==> config.mk <==
export PLATFORM = sky130hd
export DESIGN_NAME = rv32im_pipe_cpu
export DESIGN_NICKNAME = d
export VERILOG_FILES = /design/src/rtl/rv32im_pipe_cpu.sv
export SDC_FILE = /design/constraint.sdc
export NUM_CORES = 2
export LEC_CHECK = 0
export ABC_CLOCK_PERIOD_IN_PS = 7120
export CAP_MARGIN = 10
export CELL_PAD_IN_SITES_DETAIL_PLACEMENT = 1
export CELL_PAD_IN_SITES_GLOBAL_PLACEMENT = 1
export CORE_UTILIZATION = 46
export DETAILED_ROUTE_END_ITERATION = 8
export PLACE_DENSITY_LB_ADDON = 0.1
export RECOVER_POWER = 50
export SLEW_MARGIN = 15
export SYNTH_ARGS = -nofsm -noshare
export SYNTH_HDL_FRONTEND = slang
export SYNTH_SLANG_ARGS = --single-unit
==> constraint.sdc <==
create_clock -name CLK -period 7.12 [get_ports CLK]
set_input_delay 0.712 -clock CLK [delete_from_list [all_inputs] [get_ports CLK]]
set_output_delay 0.712 -clock CLK [all_outputs]
set_load 0.01 [all_outputs]
==> src/rtl/rv32im_pipe_cpu.sv <==
// Five-stage in-order RV32I + MUL integer pipeline. Fetch is external and the data port is stallable.
// There is no forwarding and no interlock, so software spaces dependent instructions apart.
module rv32im_pipe_cpu #(
  parameter int unsigned XLEN  = 32,
  parameter int unsigned NREGS = 32
) (
  input  logic            CLK,
  input  logic            RESET,
  input  logic [XLEN-1:0] PC,
  input  logic [XLEN-1:0] INSTRUCTION,
  input  logic [XLEN-1:0] READ_DATA,
  input  logic            BUSYWAIT,
  output logic            MEM_READ,
  output logic            MEM_WRITE,
  output logic [XLEN-1:0] MEM_WRITE_DATA,
  output logic [XLEN-1:0] MEM_ADDRESS
);

  localparam int unsigned RIDX = 5;
  localparam logic [6:0] OP_R  = 7'b0110011;
  localparam logic [6:0] OP_I  = 7'b0010011;
  localparam logic [6:0] OP_LW = 7'b0000011;
  localparam logic [6:0] OP_SW = 7'b0100011;
  localparam logic [2:0] F3_W  = 3'b010;

  typedef enum logic [3:0] {
    ALU_ADD, ALU_SUB, ALU_SLL, ALU_SLT, ALU_SLTU, ALU_XOR,
    ALU_SRL, ALU_SRA, ALU_OR, ALU_AND, ALU_MUL
  } alu_op_e;

  typedef struct packed {
    logic            valid;
    alu_op_e         op;
    logic [XLEN-1:0] a;
    logic [XLEN-1:0] b;
    logic [XLEN-1:0] sdata;
    logic [RIDX-1:0] rd;
    logic            reg_write;
    logic            mem_read;
    logic            mem_write;
  } id_ex_t;

  typedef struct packed {
    logic [XLEN-1:0] alu;
    logic [XLEN-1:0] sdata;
    logic [RIDX-1:0] rd;
    logic            reg_write;
    logic            mem_read;
    logic            mem_write;
  } ex_mem_t;

  typedef struct packed {
    logic [XLEN-1:0] alu;
    logic [XLEN-1:0] rdata;
    logic [RIDX-1:0] rd;
    logic            reg_write;
    logic            mem_read;
  } mem_wb_t;

  logic [XLEN-1:0] INSTRUCTION_OUT;
  logic [XLEN-1:0] DATA1;
  logic [XLEN-1:0] DATA2;
  logic [XLEN-1:0] WRITE_DATA;
  logic [XLEN-1:0] regs [NREGS];

  id_ex_t  id_ex, dec;
  ex_mem_t ex_mem, ex_next;
  mem_wb_t mem_wb, wb_next;
  logic [XLEN-1:0] alu_res;
  logic            wb_we;
  logic            unused_pc;

  logic [6:0]      opcode;
  logic [2:0]      funct3;
  logic [6:0]      funct7;
  logic [RIDX-1:0] rs1, rs2, rd;
  logic [XLEN-1:0] imm_i, imm_s;

  assign opcode = INSTRUCTION_OUT[6:0];
  assign rd     = INSTRUCTION_OUT[11:7];
  assign funct3 = INSTRUCTION_OUT[14:12];
  assign rs1    = INSTRUCTION_OUT[19:15];
  assign rs2    = INSTRUCTION_OUT[24:20];
  assign funct7 = INSTRUCTION_OUT[31:25];
  assign imm_i  = {{(XLEN-12){INSTRUCTION_OUT[31]}}, INSTRUCTION_OUT[31:20]};
  assign imm_s  = {{(XLEN-12){INSTRUCTION_OUT[31]}}, INSTRUCTION_OUT[31:25], INSTRUCTION_OUT[11:7]};
  assign unused_pc = ^PC;

  // Register file reads: a same-cycle write to the addressed register is passed straight through.
  assign wb_we      = mem_wb.reg_write && (mem_wb.rd != '0) && !BUSYWAIT;
  assign WRITE_DATA = mem_wb.mem_read ? mem_wb.rdata : mem_wb.alu;
  assign DATA1      = (wb_we && mem_wb.rd == rs1) ? WRITE_DATA : regs[rs1];
  assign DATA2      = (wb_we && mem_wb.rd == rs2) ? WRITE_DATA : regs[rs2];

  // Decode; anything unrecognised leaves dec as a bubble.
  always_comb begin
    dec       = '0;
    dec.op    = ALU_ADD;
    dec.a     = DATA1;
    dec.b     = DATA2;
    dec.rd    = rd;
    case (opcode)
      OP_R: begin
        dec.valid     = 1'b1;
        dec.reg_write = 1'b1;
        case ({funct7, funct3})
          {7'h00, 3'b000}: dec.op = ALU_ADD;
          {7'h20, 3'b000}: dec.op = ALU_SUB;
          {7'h00, 3'b001}: dec.op = ALU_SLL;
          {7'h00, 3'b010}: dec.op = ALU_SLT;
          {7'h00, 3'b011}: dec.op = ALU_SLTU;
          {7'h00, 3'b100}: dec.op = ALU_XOR;
          {7'h00, 3'b101}: dec.op = ALU_SRL;
          {7'h20, 3'b101}: dec.op = ALU_SRA;
          {7'h00, 3'b110}: dec.op = ALU_OR;
          {7'h00, 3'b111}: dec.op = ALU_AND;
          {7'h01, 3'b000}: dec.op = ALU_MUL;
          default: begin
            dec.valid     = 1'b0;
            dec.reg_write = 1'b0;
          end
        endcase
      end
      OP_I: begin
        dec.valid     = 1'b1;
        dec.reg_write = 1'b1;
        dec.b         = imm_i;
        case (funct3)
          3'b000: dec.op = ALU_ADD;
          3'b010: dec.op = ALU_SLT;
          3'b011: dec.op = ALU_SLTU;
          3'b100: dec.op = ALU_XOR;
          3'b110: dec.op = ALU_OR;
          3'b111: dec.op = ALU_AND;
          3'b001: begin
            dec.op        = ALU_SLL;
            dec.valid     = (funct7 == 7'h00);
            dec.reg_write = (funct7 == 7'h00);
          end
          default: begin
            dec.op        = funct7[5] ? ALU_SRA : ALU_SRL;
            dec.valid     = (funct7 == 7'h00) || (funct7 == 7'h20);
            dec.reg_write = dec.valid;
          end
        endcase
      end
      OP_LW: begin
        if (funct3 == F3_W) begin
          dec.valid     = 1'b1;
          dec.reg_write = 1'b1;
          dec.mem_read  = 1'b1;
          dec.b         = imm_i;
        end
      end
      OP_SW: begin
        if (funct3 == F3_W) begin
          dec.valid     = 1'b1;
          dec.mem_write = 1'b1;
          dec.b         = imm_s;
          dec.sdata     = DATA2;
        end
      end
      default: dec.valid = 1'b0;
    endcase
  end

  // Execute
  always_comb begin
    alu_res = '0;
    case (id_ex.op)
      ALU_ADD:  alu_res = id_ex.a + id_ex.b;
      ALU_SUB:  alu_res = id_ex.a - id_ex.b;
      ALU_SLL:  alu_res = id_ex.a << id_ex.b[4:0];
      ALU_SLT:  alu_res = XLEN'($signed(id_ex.a) < $signed(id_ex.b));
      ALU_SLTU: alu_res = XLEN'(id_ex.a < id_ex.b);
      ALU_XOR:  alu_res = id_ex.a ^ id_ex.b;
      ALU_SRL:  alu_res = id_ex.a >> id_ex.b[4:0];
      ALU_SRA:  alu_res = $signed(id_ex.a) >>> id_ex.b[4:0];
      ALU_OR:   alu_res = id_ex.a | id_ex.b;
      ALU_AND:  alu_res = id_ex.a & id_ex.b;
      ALU_MUL:  alu_res = id_ex.a * id_ex.b;
      default:  alu_res = '0;
    endcase
  end

  always_comb begin
    ex_next = '0;
    if (id_ex.valid) begin
      ex_next.alu       = alu_res;
      ex_next.sdata     = id_ex.sdata;
      ex_next.rd        = id_ex.rd;
      ex_next.reg_write = id_ex.reg_write;
      ex_next.mem_read  = id_ex.mem_read;
      ex_next.mem_write = id_ex.mem_write;
    end
  end

  always_comb begin
    wb_next           = '0;
    wb_next.alu       = ex_mem.alu;
    wb_next.rdata     = ex_mem.mem_read ? READ_DATA : '0;
    wb_next.rd        = ex_mem.rd;
    wb_next.reg_write = ex_mem.reg_write;
    wb_next.mem_read  = ex_mem.mem_read;
  end

  // Pipeline registers; the whole pipe freezes while memory is busy.
  always_ff @(posedge CLK or negedge RESET) begin
    if (!RESET) begin
      INSTRUCTION_OUT <= '0;
      id_ex           <= '0;
      ex_mem          <= '0;
      mem_wb          <= '0;
    end else if (!BUSYWAIT) begin
      INSTRUCTION_OUT <= INSTRUCTION;
      id_ex           <= dec;
      ex_mem          <= ex_next;
      mem_wb          <= wb_next;
    end
  end

  always_ff @(posedge CLK or negedge RESET) begin
    if (!RESET) begin
      for (int i = 0; i < int'(NREGS); i++) regs[i] <= '0;
    end else if (wb_we) begin
      regs[mem_wb.rd] <= WRITE_DATA;
    end
  end

  assign MEM_READ       = ex_mem.mem_read;
  assign MEM_WRITE      = ex_mem.mem_write;
  assign MEM_ADDRESS    = ex_mem.alu;
  assign MEM_WRITE_DATA = ex_mem.sdata;

endmodule

==> results.yml <==
run_status:
  status: "finished with violations"
  failed_checks: "capacitance limit, slew limit, setup timing"
logic_synthesis:
  synth_edf_count: 0
  synthFlopType: "dfrtp_1"
  avgSynthCellArea_um2: 10.5
  ys_seq_elements: 1308
  netlist_instances: 8306
  yosysTopAreaCell: "dfrtp_1"
  synth.distinct_cells: 91
  syn_area_um2: 87400
  synth_top_area_share_pct: 37.5
  synth_nets: 9035
  async_flop_share_pct: 100
  synth_warnings: 0
  netlist_top_cells_area: "dfrtp_1, mux4_2, fa_1"
  seq_area_frac_synth_pct: 37.5
layout:
  final_net_count: 9057
  stdcell_count: 10946
  syn_to_final_growth_pct: 14.3
  drive_gt1_share_pct: 22.5
  layout_commonest_cell: "dfrtp_1"
  layout_common_cells: "dfrtp_1, nand2_1, nor2_1"
min_path:
  min_delay_path_depth: 3
  hp-class: "in2reg"
sta:
  finalClockSkew_ns: 0.0610
  period_needed_ns: 7.29
  setup_ws_ns: -0.170
  relSlewSlack_pct: -161
  setup_viol: 9
  worstMarginPinSlew_ns: 3.91
  rsz0062_at_grt: "true"
  slew_violations: 1266
  hold_viol_final: 0
  tns_ns: -0.731
  max_freq_ghz: 0.137
  min_period_over_period_pct: 102
setup_path:
  critPathArrivalTime_ns: 7.93
  cp-start-kind: "flip-flop"
  rrSetupSlack_ns: -0.17
  cpPeakStageDelay_ns: 0.59
  critPathKind: "reg2reg"
  cp.required_ns: 7.76
  endpoint: "MEM_ADDRESS[31]$_DFFE_PN0N_"
  cp_slowest_cell: "fa_1"
  worst-path-stages: 25
  end_kind: "flip-flop"
  r2r-start: "id_ex[42]$_DFFE_PN0N_"
  crit_family: "adder cells"
  cp_num_buf_inv: 5
  crit_top_cell: "fa_1"
  reg2reg_to: "MEM_ADDRESS[31]$_DFFE_PN0N_"
  crit_path_start: "id_ex[42]$_DFFE_PN0N_"
  r2r_cells: 25
  path_max_fanout: 5
route:
  postRouteAntennaNets: 0
  vias: 69857
  dr.pass1.iters: 6
  drt_iter0_drc: 6526
  avgRoutedWirePerCell_um: 33.5
  vias_per_cell: 6.38
  totalWireLength_mm: 366
  drc: 0
die:
  die_w_um: 438
  die_height_um: 438
  design.core.area_um2: 188000
  die_area_um2: 192000
  rows: 159
  start_util_pct: 46.4
  ios: 165
cts:
  htreeDepth: 4
  cts_tree: "yes"
  clock_sinks: 1308
  clockBufferDepth: 3
  cts.clk_slew.worst_paths_ns: 0.07
  clock_latency_ns: 0.85
  cts_buffers: 151
  cts_root_buffer: "clkbuf_16"
global_routing:
  grt_pass1_wl_mm: 531
  grt_util_met3_pct: 6.66
  grt_use_total_pct: 38.6
  grt.met1_usage_pct: 48.4
  antenna_found_initial: 20
  met2_usage_pct: 61.8
  grt_max_degree: 155
  top_usage_layer: "met2"
  grt_pass1_vias: 74138
  gr-total-overflow: 0
placed_design:
  gp_congestion: 1.01
  hpwlAfterDp_mm: 249
  numPortBuffers: 132
  dp.cells: 10623
flow_run:
  drv_cap: 13
power:
  ir_drop_mv: 0.213
  leakage_nw: 43.4
  power_density_nw_per_um2: 175
flip-flops by register name (all words and copies together) (netlist names):
register         count
MEM_READ             1
mem_wb              71
MEM_WRITE_DATA      32
MEM_ADDRESS         32
INSTRUCTION_OUT     32
regs              1024
id_ex              109
MEM_WRITE            1
ex_mem               6
tightest hold or removal path: stages:
cell	delay (ns)
buf_8	0.16
nand2_1	0.10
nand2_1	0.06
final cells by class:
cell class,instances,area (µm²)
fill,19804,88300
multi-input combinational,5705,50800
sequential,1308,32800
timing repair buffer,675,6160
clock buffer,216,4430
tap,2495,3120
inverter,485,1870
clock inverter,54,732
antenna,6,15.0
timing repair inverter,2,12.5
per-stage QoR:
stage	worst slack, ns	total power, mW	hold slack, ns	cell area, µm²	utilization [%]
after floorplan	0.000847	8.62	0.416	87500	-
after global placement	-0.566	9.39	0.377	93400	49.6
after detailed placement	-0.636	9.40	0.385	93400	49.6
after CTS	-0.107	17.6	0.243	99300	52.7
after global routing	-0.274	17.9	0.291	99900	53.1
final	-0.170	17.5	0.284	99900	53.1
power by group:
group          switching [mW]  leakage, nW  internal [mW]
sequential              0.160         18.1           7.48
combinational            1.08         22.8          0.594
clock                    3.41         2.55           4.78
total                    4.65         43.4           12.9
kinds of logic after synthesis:
group / Yosys count / share of synthesized area [%]
AO/OA/AOI/OAI: 1825 / 12.1
XOR/XNOR: 98 / 0.982
adder cells (fa/ha/maj): 630 / 12.5
buffers and inverters: 1293 / 6.02
flip-flops: 1308 / 37.5
multiplexers: 941 / 20.9
AND/OR/NAND/NOR: 2211 / 10.0
worst min path at each step:
| stage | from | slack [ns] | end |
|---|---|---|---|
| final | BUSYWAIT | 0.28 | id_ex[0]$_DFFE_PN0N_ |
| after global routing | BUSYWAIT | 0.29 | id_ex[0]$_DFFE_PN0N_ |
| after CTS | BUSYWAIT | 0.24 | id_ex[31]$_DFFE_PN0N_ |
| after detailed placement | regs[1022]$_DFFE_PN0P_ | 0.38 | regs[1022]$_DFFE_PN0P_ |
| after global placement | regs[1018]$_DFFE_PN0P_ | 0.38 | regs[1018]$_DFFE_PN0P_ |
| after floorplan | RESET | 0.42 | INSTRUCTION_OUT[0]$_DFFE_PN0N_ |
routing by layer:
| layer | share of wire, % | wire length, µm |
|---|---|---|
| met2 | 48 | 174000 |
| met1 | 38 | 139000 |
| met4 | 7.9 | 28900 |
| met5 | 0.021 | 76 |
| met3 | 6.6 | 24300 |
synthesized netlist by cell type (all sizes together) (9+ instances only):
master,n
o221ai,14
nor2b,23
a22o,82
o22ai,16
or3,18
a211oi,33
ha,220
mux2,143
and3,10
nand2,1058
o21bai,9
o211ai,27
nor2,946
mux2i,106
nor3,41
clkbuf,596
xor2,29
dfrtp,1308
buf,212
o21ai,802
inv,470
a21o,33
nand2b,21
a221o,10
xnor2,69
o21a,13
a22oi,18
nand3,33
a21oi,614
mux4,692
and2,13
nor4,9
o31ai,21
a31oi,12
fa,410
nand4,15
a221oi,43
clkinv,15
timing repair:
| item | CTS | global route |
|---|---|---|
| gates cloned | 1 | 3 |
| gates resized for setup | 126 | 136 |
| setup endpoints to repair | 16 | 18 |
| hold endpoints to repair | 129 | 0 |
| pin swaps | 69 | 104 |
| hold buffers | 1 | 0 |
| setup buffers | 22 | 22 |
Power figures use the tool's default switching activity.
